==> config.mk <==
export PLATFORM = sky130hd
export DESIGN_NAME = player_controller
export DESIGN_NICKNAME = d
export VERILOG_FILES = /design/src/rtl/player_controller.sv
export SDC_FILE = /design/constraint.sdc
export NUM_CORES = 1
export LEC_CHECK = 0
export ABC_AREA = 0
export BUFFER_PORTS_ARGS = -buffer_cell sky130_fd_sc_hd__buf_2
export CORE_ASPECT_RATIO = 0.5
export CORE_UTILIZATION = 60
export CTS_BUF_LIST = sky130_fd_sc_hd__clkbuf_2
export DETAILED_ROUTE_END_ITERATION = 10
export PLACE_DENSITY = 0.84
export SKIP_CTS_REPAIR_TIMING = 1
export SKIP_LAST_GASP = 1
export SYNTH_ARGS = -nofsm -noshare
export SYNTH_HDL_FRONTEND = slang
export SYNTH_SLANG_ARGS = --single-unit
==> constraint.sdc <==
create_clock -name i_Clk -period 6.2 [get_ports i_Clk]
set_clock_uncertainty 0.2 [all_clocks]
set_input_delay 1.86 -clock i_Clk [delete_from_list [all_inputs] [get_ports i_Clk]]
set_output_delay 1.86 -clock i_Clk [all_outputs]
set_load 0.01 [all_outputs]
==> src/rtl/player_controller.sv <==
// Game sequencer: debounces the three move switches into one-shot requests,
// commits one move per video frame and runs the PLAY/WIN/DEAD state machine.
module player_controller #(
    parameter int GRID_W           = 20,
    parameter int GRID_H           = 15,
    parameter int START_X          = 10,
    parameter int START_Y          = 14,
    parameter int ARRIVAL_Y        = 0,
    parameter int DEBOUNCE_CYCLES  = 250000,
    parameter int WIN_HOLD_FRAMES  = 60,
    parameter int DEAD_HOLD_FRAMES = 90,
    parameter int MAX_LEVEL        = 99
) (
    input  logic       i_Clk,
    input  logic       i_Rst_n,
    input  logic       i_Switch_1,
    input  logic       i_Switch_2,
    input  logic       i_Switch_3,
    input  logic       i_Frame_Start,
    input  logic       i_Collision,
    output logic [9:0] o_Player_X,
    output logic [9:0] o_Player_Y,
    output logic [6:0] o_Level,
    output logic [1:0] o_State,
    output logic       o_Level_Up
);

    localparam int CW = $clog2(DEBOUNCE_CYCLES + 1);
    localparam logic [9:0]    START_X_V   = 10'(START_X);
    localparam logic [9:0]    START_Y_V   = 10'((START_Y > GRID_H - 1) ? GRID_H - 1 : START_Y);
    localparam logic [9:0]    LAST_X_V    = 10'(GRID_W - 1);
    localparam logic [9:0]    ARRIVAL_V   = 10'(ARRIVAL_Y);
    localparam logic [6:0]    MAX_LEVEL_V = 7'(MAX_LEVEL);
    localparam logic [7:0]    WIN_HOLD_V  = 8'(WIN_HOLD_FRAMES);
    localparam logic [7:0]    DEAD_HOLD_V = 8'(DEAD_HOLD_FRAMES);
    localparam logic [CW-1:0] DB_LAST_V   = CW'(DEBOUNCE_CYCLES - 1);

    typedef enum logic [1:0] {
        ST_PLAY = 2'd0,
        ST_WIN  = 2'd1,
        ST_DEAD = 2'd2,
        ST_BAD  = 2'd3
    } state_t;

    // Bit 0 = up, bit 1 = left, bit 2 = right throughout.
    logic [2:0]    raw_s, sync1_r, sync2_r, db_r, db_prev_r, edge_s;
    logic [CW-1:0] cnt_r [3];
    logic [2:0]    pending_r, pending_s;
    state_t        state_r, state_s;
    logic [9:0]    x_r, x_s, y_r, y_s;
    logic [6:0]    level_r, level_s;
    logic          level_up_r, level_up_s;
    logic [7:0]    frame_cnt_r, frame_cnt_s;

    function automatic logic [6:0] next_level(input logic [6:0] lv);
        return (lv == MAX_LEVEL_V) ? 7'd0 : lv + 7'd1;
    endfunction

    assign raw_s  = {i_Switch_3, i_Switch_2, i_Switch_1};
    assign edge_s = db_r & ~db_prev_r;

    // Synchronise and debounce each switch.
    always_ff @(posedge i_Clk or negedge i_Rst_n) begin
        if (!i_Rst_n) begin
            sync1_r   <= 3'b000;
            sync2_r   <= 3'b000;
            db_r      <= 3'b000;
            db_prev_r <= 3'b000;
            for (int i = 0; i < 3; i++) cnt_r[i] <= '0;
        end else begin
            sync1_r   <= raw_s;
            sync2_r   <= sync1_r;
            db_prev_r <= db_r;
            for (int i = 0; i < 3; i++) begin
                if (sync2_r[i] == db_r[i]) begin
                    cnt_r[i] <= '0;
                end else if (cnt_r[i] == DB_LAST_V) begin
                    db_r[i]  <= sync2_r[i];
                    cnt_r[i] <= '0;
                end else begin
                    cnt_r[i] <= cnt_r[i] + CW'(1);
                end
            end
        end
    end

    // Requests raised on the frame-start cycle survive until the next frame.
    always_comb begin
        pending_s = pending_r;
        if (i_Frame_Start) begin
            pending_s = (state_r == ST_PLAY) ? edge_s : 3'b000;
        end else if (state_r == ST_PLAY) begin
            pending_s = pending_r | edge_s;
        end else begin
            pending_s = pending_r;
        end
    end

    // Next-state, position and level update.
    always_comb begin
        state_s     = state_r;
        x_s         = x_r;
        y_s         = y_r;
        level_s     = level_r;
        level_up_s  = 1'b0;
        frame_cnt_s = frame_cnt_r;
        case (state_r)
            ST_PLAY: begin
                if (!i_Frame_Start) begin
                    state_s = ST_PLAY;
                end else if (i_Collision) begin
                    state_s     = ST_DEAD;
                    level_s     = 7'd0;
                    frame_cnt_s = 8'd0;
                end else begin
                    if (pending_r[0]) begin
                        y_s = (y_r == 10'd0) ? 10'd0 : y_r - 10'd1;
                    end else if (pending_r[1]) begin
                        x_s = (x_r == 10'd0) ? 10'd0 : x_r - 10'd1;
                    end else if (pending_r[2]) begin
                        x_s = (x_r == LAST_X_V) ? LAST_X_V : x_r + 10'd1;
                    end else begin
                        x_s = x_r;
                    end
                    if (y_s == ARRIVAL_V) begin
                        state_s     = ST_WIN;
                        level_up_s  = 1'b1;
                        level_s     = next_level(level_r);
                        frame_cnt_s = 8'd0;
                    end else begin
                        state_s = ST_PLAY;
                    end
                end
            end
            ST_WIN, ST_DEAD: begin
                if (i_Frame_Start) begin
                    frame_cnt_s = frame_cnt_r + 8'd1;
                    if (frame_cnt_s == ((state_r == ST_WIN) ? WIN_HOLD_V : DEAD_HOLD_V)) begin
                        x_s     = START_X_V;
                        y_s     = START_Y_V;
                        state_s = ST_PLAY;
                    end else begin
                        state_s = state_r;
                    end
                end else begin
                    state_s = state_r;
                end
            end
            ST_BAD:  state_s = ST_PLAY;
            default: state_s = ST_PLAY;
        endcase
    end

    // Game state registers.
    always_ff @(posedge i_Clk or negedge i_Rst_n) begin
        if (!i_Rst_n) begin
            state_r     <= ST_PLAY;
            x_r         <= START_X_V;
            y_r         <= START_Y_V;
            level_r     <= 7'd0;
            level_up_r  <= 1'b0;
            frame_cnt_r <= 8'd0;
            pending_r   <= 3'b000;
        end else begin
            state_r     <= state_s;
            x_r         <= x_s;
            y_r         <= y_s;
            level_r     <= level_s;
            level_up_r  <= level_up_s;
            frame_cnt_r <= frame_cnt_s;
            pending_r   <= pending_s;
        end
    end

    assign o_Player_X = x_r;
    assign o_Player_Y = y_r;
    assign o_Level    = level_r;
    assign o_State    = state_r;
    assign o_Level_Up = level_up_r;

endmodule
==> impl_metrics.py <==
metrics = {
    "route": {
        "drtPass1Iterations": 5,
        "drtIter0Drc": 331,
        "drc_errors": 0,
        "routed_wl_um": 11800,
        "wl_per_cell_um": 14.8,
        "vias": 4786,
        "drtAntennaViolNets": 0,
        "viasPerCell": 6.00,
    },
    "sta": {
        "max_freq_mhz": 285,
        "hold_violations": 0,
        "maxSlewViolCount": 0,
        "slew_headroom_pct": 36.1,
        "setup_violations": 0,
        "period_share_pct": 56.5,
        "worstMarginPinSlew_ns": 0.958,
        "rsz0062_at_grt": "false",
        "tns_ns": 0,
        "fin_crit_ns": 3.50,
    },
    "setup_path": {
        "worstSetupPathType": "reg -> out",
        "cp_max_fo": 8,
        "r2r-end": "o_Player_X[0]$_DFFE_PN0P_",
        "reg2reg_depth": 6,
        "endpoint_kind": "primary output",
        "worstPathArrival_ns": 1.44,
        "r2r_slack_ns": 2.99,
        "max_stage_delay_ns": 0.67,
        "r2r_start": "frame_cnt_r[2]$_DFFE_PN0P_",
        "critPathLaunchType": "register",
        "worst_ep_required_time_ns": 4.14,
        "cp_num_buf_inv": 1,
        "critPathTopFamily": "flip-flops",
        "slowest_stage": "dfstp_2",
        "crit_chain": "buf_2",
    },
    "power_and_ir_drop": {
        "p_per_area_nw_per_um2": 218,
        "p_clk_share_pct": 21.8,
        "p_comb_share_pct": 19.3,
        "p_sw_share_pct": 33.7,
        "vdd_ir_drop_max_mv": 0.0915,
        "p_int_mw": 0.907,
        "switchingPower_mw": 0.460,
        "p_seq_share_pct": 58.9,
        "p_leak_nw": 2.68,
    },
    "global_route": {
        "grt_antenna_before_repair": 1,
        "grt_pass1_wl_um": 20100,
        "grt_max_degree": 80,
        "track_usage_pct": 24.7,
        "grt_pass1_vias": 4353,
        "globalRouteOverflowTotal": 0,
    },
    "hold_path": {
        "hold_start": "sync1_r[2]$_DFF_PN0_",
        "hp-class": "reg -> reg",
        "hold_depth": 0,
        "whs_endpoint": "sync2_r[2]$_DFF_PN0_",
    },
    "synth": {
        "netlist_instances": 633,
        "synth_ff_type": "dfrtp_1",
        "ys_warn_count": 0,
        "ys_top_cells_by_area": "dfrtp_1 (43%), nor2_1 (5.3%), xor2_1 (4.3%)",
        "synth-edff-count": 0,
        "ys_types": 72,
        "yosysSeqAreaShare_pct": 45.3,
        "syn-num-nets": 651,
        "netlist_area_sq_um": 5930,
        "synth_area_leader_cell": "dfrtp_1",
        "synth_top_area_share_pct": 43.0,
        "synthArstFlopShare_pct": 100,
        "ys_ff_latch": 107,
        "synth_area_per_cell_sq_um": 9.37,
    },
    "cts": {
        "cts_tree": "done",
        "cts_made_buffers": 9,
        "cts_buffer_depth": 2,
        "clk_pin_slew_ns": 0.31,
        "root_buffer": "clkbuf_2",
        "clock_latency_ns": 0.62,
        "cts_max_level": 3,
        "cts.sinks": 107,
    },
    "finish": {
        "final_net_count": 675,
        "final_area_sq_um": 6270,
        "final_common_cell": "dfrtp_1",
        "post-route-util_pct": 66.0,
        "syn_to_final_growth_pct": 5.80,
        "drive_gt1_share_pct": 12.2,
        "mostFrequentLayoutCells": "dfrtp_1 (102), nor2_1 (83), nand2_1 (49), nand3_1 (39), buf_2 (35)",
        "fillers": 780,
    },
    "die": {
        "die_w_um": 143,
        "fp.dieH_um": 72.3,
        "die_area_sq_um": 10300,
        "ios": 37,
        "rows": 25,
        "fp.coreArea_sq_um": 9510,
        "start_util_pct": 62.4,
    },
    "placement": {
        "gp_congestion": 0.885,
        "port_buffers": 36,
        "place_area_sq_um": 6180,
        "dp_hpwl_um": 8260,
    },
    "job": {
        "maxCapViolCount": 0,
    },
    "outcome": {
        "status": "finished clean",
    },
}
[layout make-up]
type	count	area, sq um	share of cell area (%)
Inverter	24	90.1	1.44
Clock buffer	9	45.0	0.718
Multi-Input combinational cell	478	3050	48.5
Antenna cell	1	2.50	0.0399
Clock inverter	7	48.8	0.778
Tap cell	135	169	2.69
Sequential cell	107	2680	42.8
Timing Repair Buffer	37	190	3.03
[power by group through the flow]
stage | clock network (mW) | logic, mW | registers, mW
after floorplan | 0 | 0.181 | 0.807
after global placement | 0 | 0.257 | 0.812
after detailed placement | 0 | 0.262 | 0.815
after CTS | 0.305 | 0.263 | 0.803
after global routing | 0.336 | 0.296 | 0.815
final | 0.299 | 0.264 | 0.805
[per-layer routing]
layer	part of all wire (%)	global-route usage (%)	vias to the layer above
li1	-	-	2321
met1	48	34.1	2329
met2	47	40.0	123
met3	4.7	5.15	13
met4	1.1	6.93	0
met5	0	0	-
[synth_stat cells, types with 6 or more instances]
library cell / n
a21oi_1: 15
a31oi_1: 11
and3_1: 10
clkbuf_1: 16
dfrtp_1: 102
ha_1: 11
inv_1: 24
nand2_1: 49
nand2b_1: 6
nand3_1: 39
nand3b_1: 6
nand4_1: 18
nor2_1: 83
nor2b_1: 6
nor3_1: 18
nor4_1: 13
o211ai_1: 9
o21ai_0: 20
or3_1: 9
or4_1: 6
xnor2_1: 25
xor2_1: 29
[through the flow]
step | std cells | total power, mW | hold WS [ns] | setup slack, ns
floorplan | 633 | 0.987 | 0.131 | 2.60
global placement | 781 | 1.07 | 0.133 | 2.35
detailed placement | 781 | 1.08 | 0.137 | 2.27
CTS | 797 | 1.37 | 0.193 | 2.68
global route | 798 | 1.45 | 0.209 | 2.60
finish | 798 | 1.37 | 0.191 | 2.70
[registers in the layout (all words and copies together) (netlist names)]
name and cells:
cnt_r 54, o_Player_X 10, o_Player_Y 10, frame_cnt_r 8
o_Level 7, db_prev_r 3, db_r 3, pending_r 3
sync1_r 3, sync2_r 3, o_State 2, o_Level_Up 1
[cells by family (layout without fill, tap and decap cells)]
kind of cell	after synthesis	after routing	share of synthesized area (%)
AND/OR/NAND/NOR	295	295	26.0
AO/OA/AOI/OAI	109	109	13.5
flip-flops	107	107	45.3
XOR/XNOR	54	54	7.97
buffers and inverters	48	77	3.40
adder cells (fa/ha/maj)	11	11	2.32
multiplexers	9	9	1.62
other	0	1	0
[how the worst max path moves through the flow]
stage / startpoint / endpoint / cells after the start
3_3_place_gp: i_Collision / o_Player_X[0]$_DFFE_PN0P_ / 5
2_1_floorplan: i_Frame_Start / o_Player_X[0]$_DFFE_PN0P_ / 6
3_5_place_dp: i_Collision / o_Player_X[0]$_DFFE_PN0P_ / 5
5_1_grt: o_Player_X[5]$_DFFE_PN0P_ / o_Player_X[5] / 1
4_1_cts: o_Player_X[3]$_DFFE_PN1P_ / o_Player_X[3] / 1
6_report: o_Player_X[3]$_DFFE_PN1P_ / o_Player_X[3] / 1
Power figures use the tool's default switching activity.
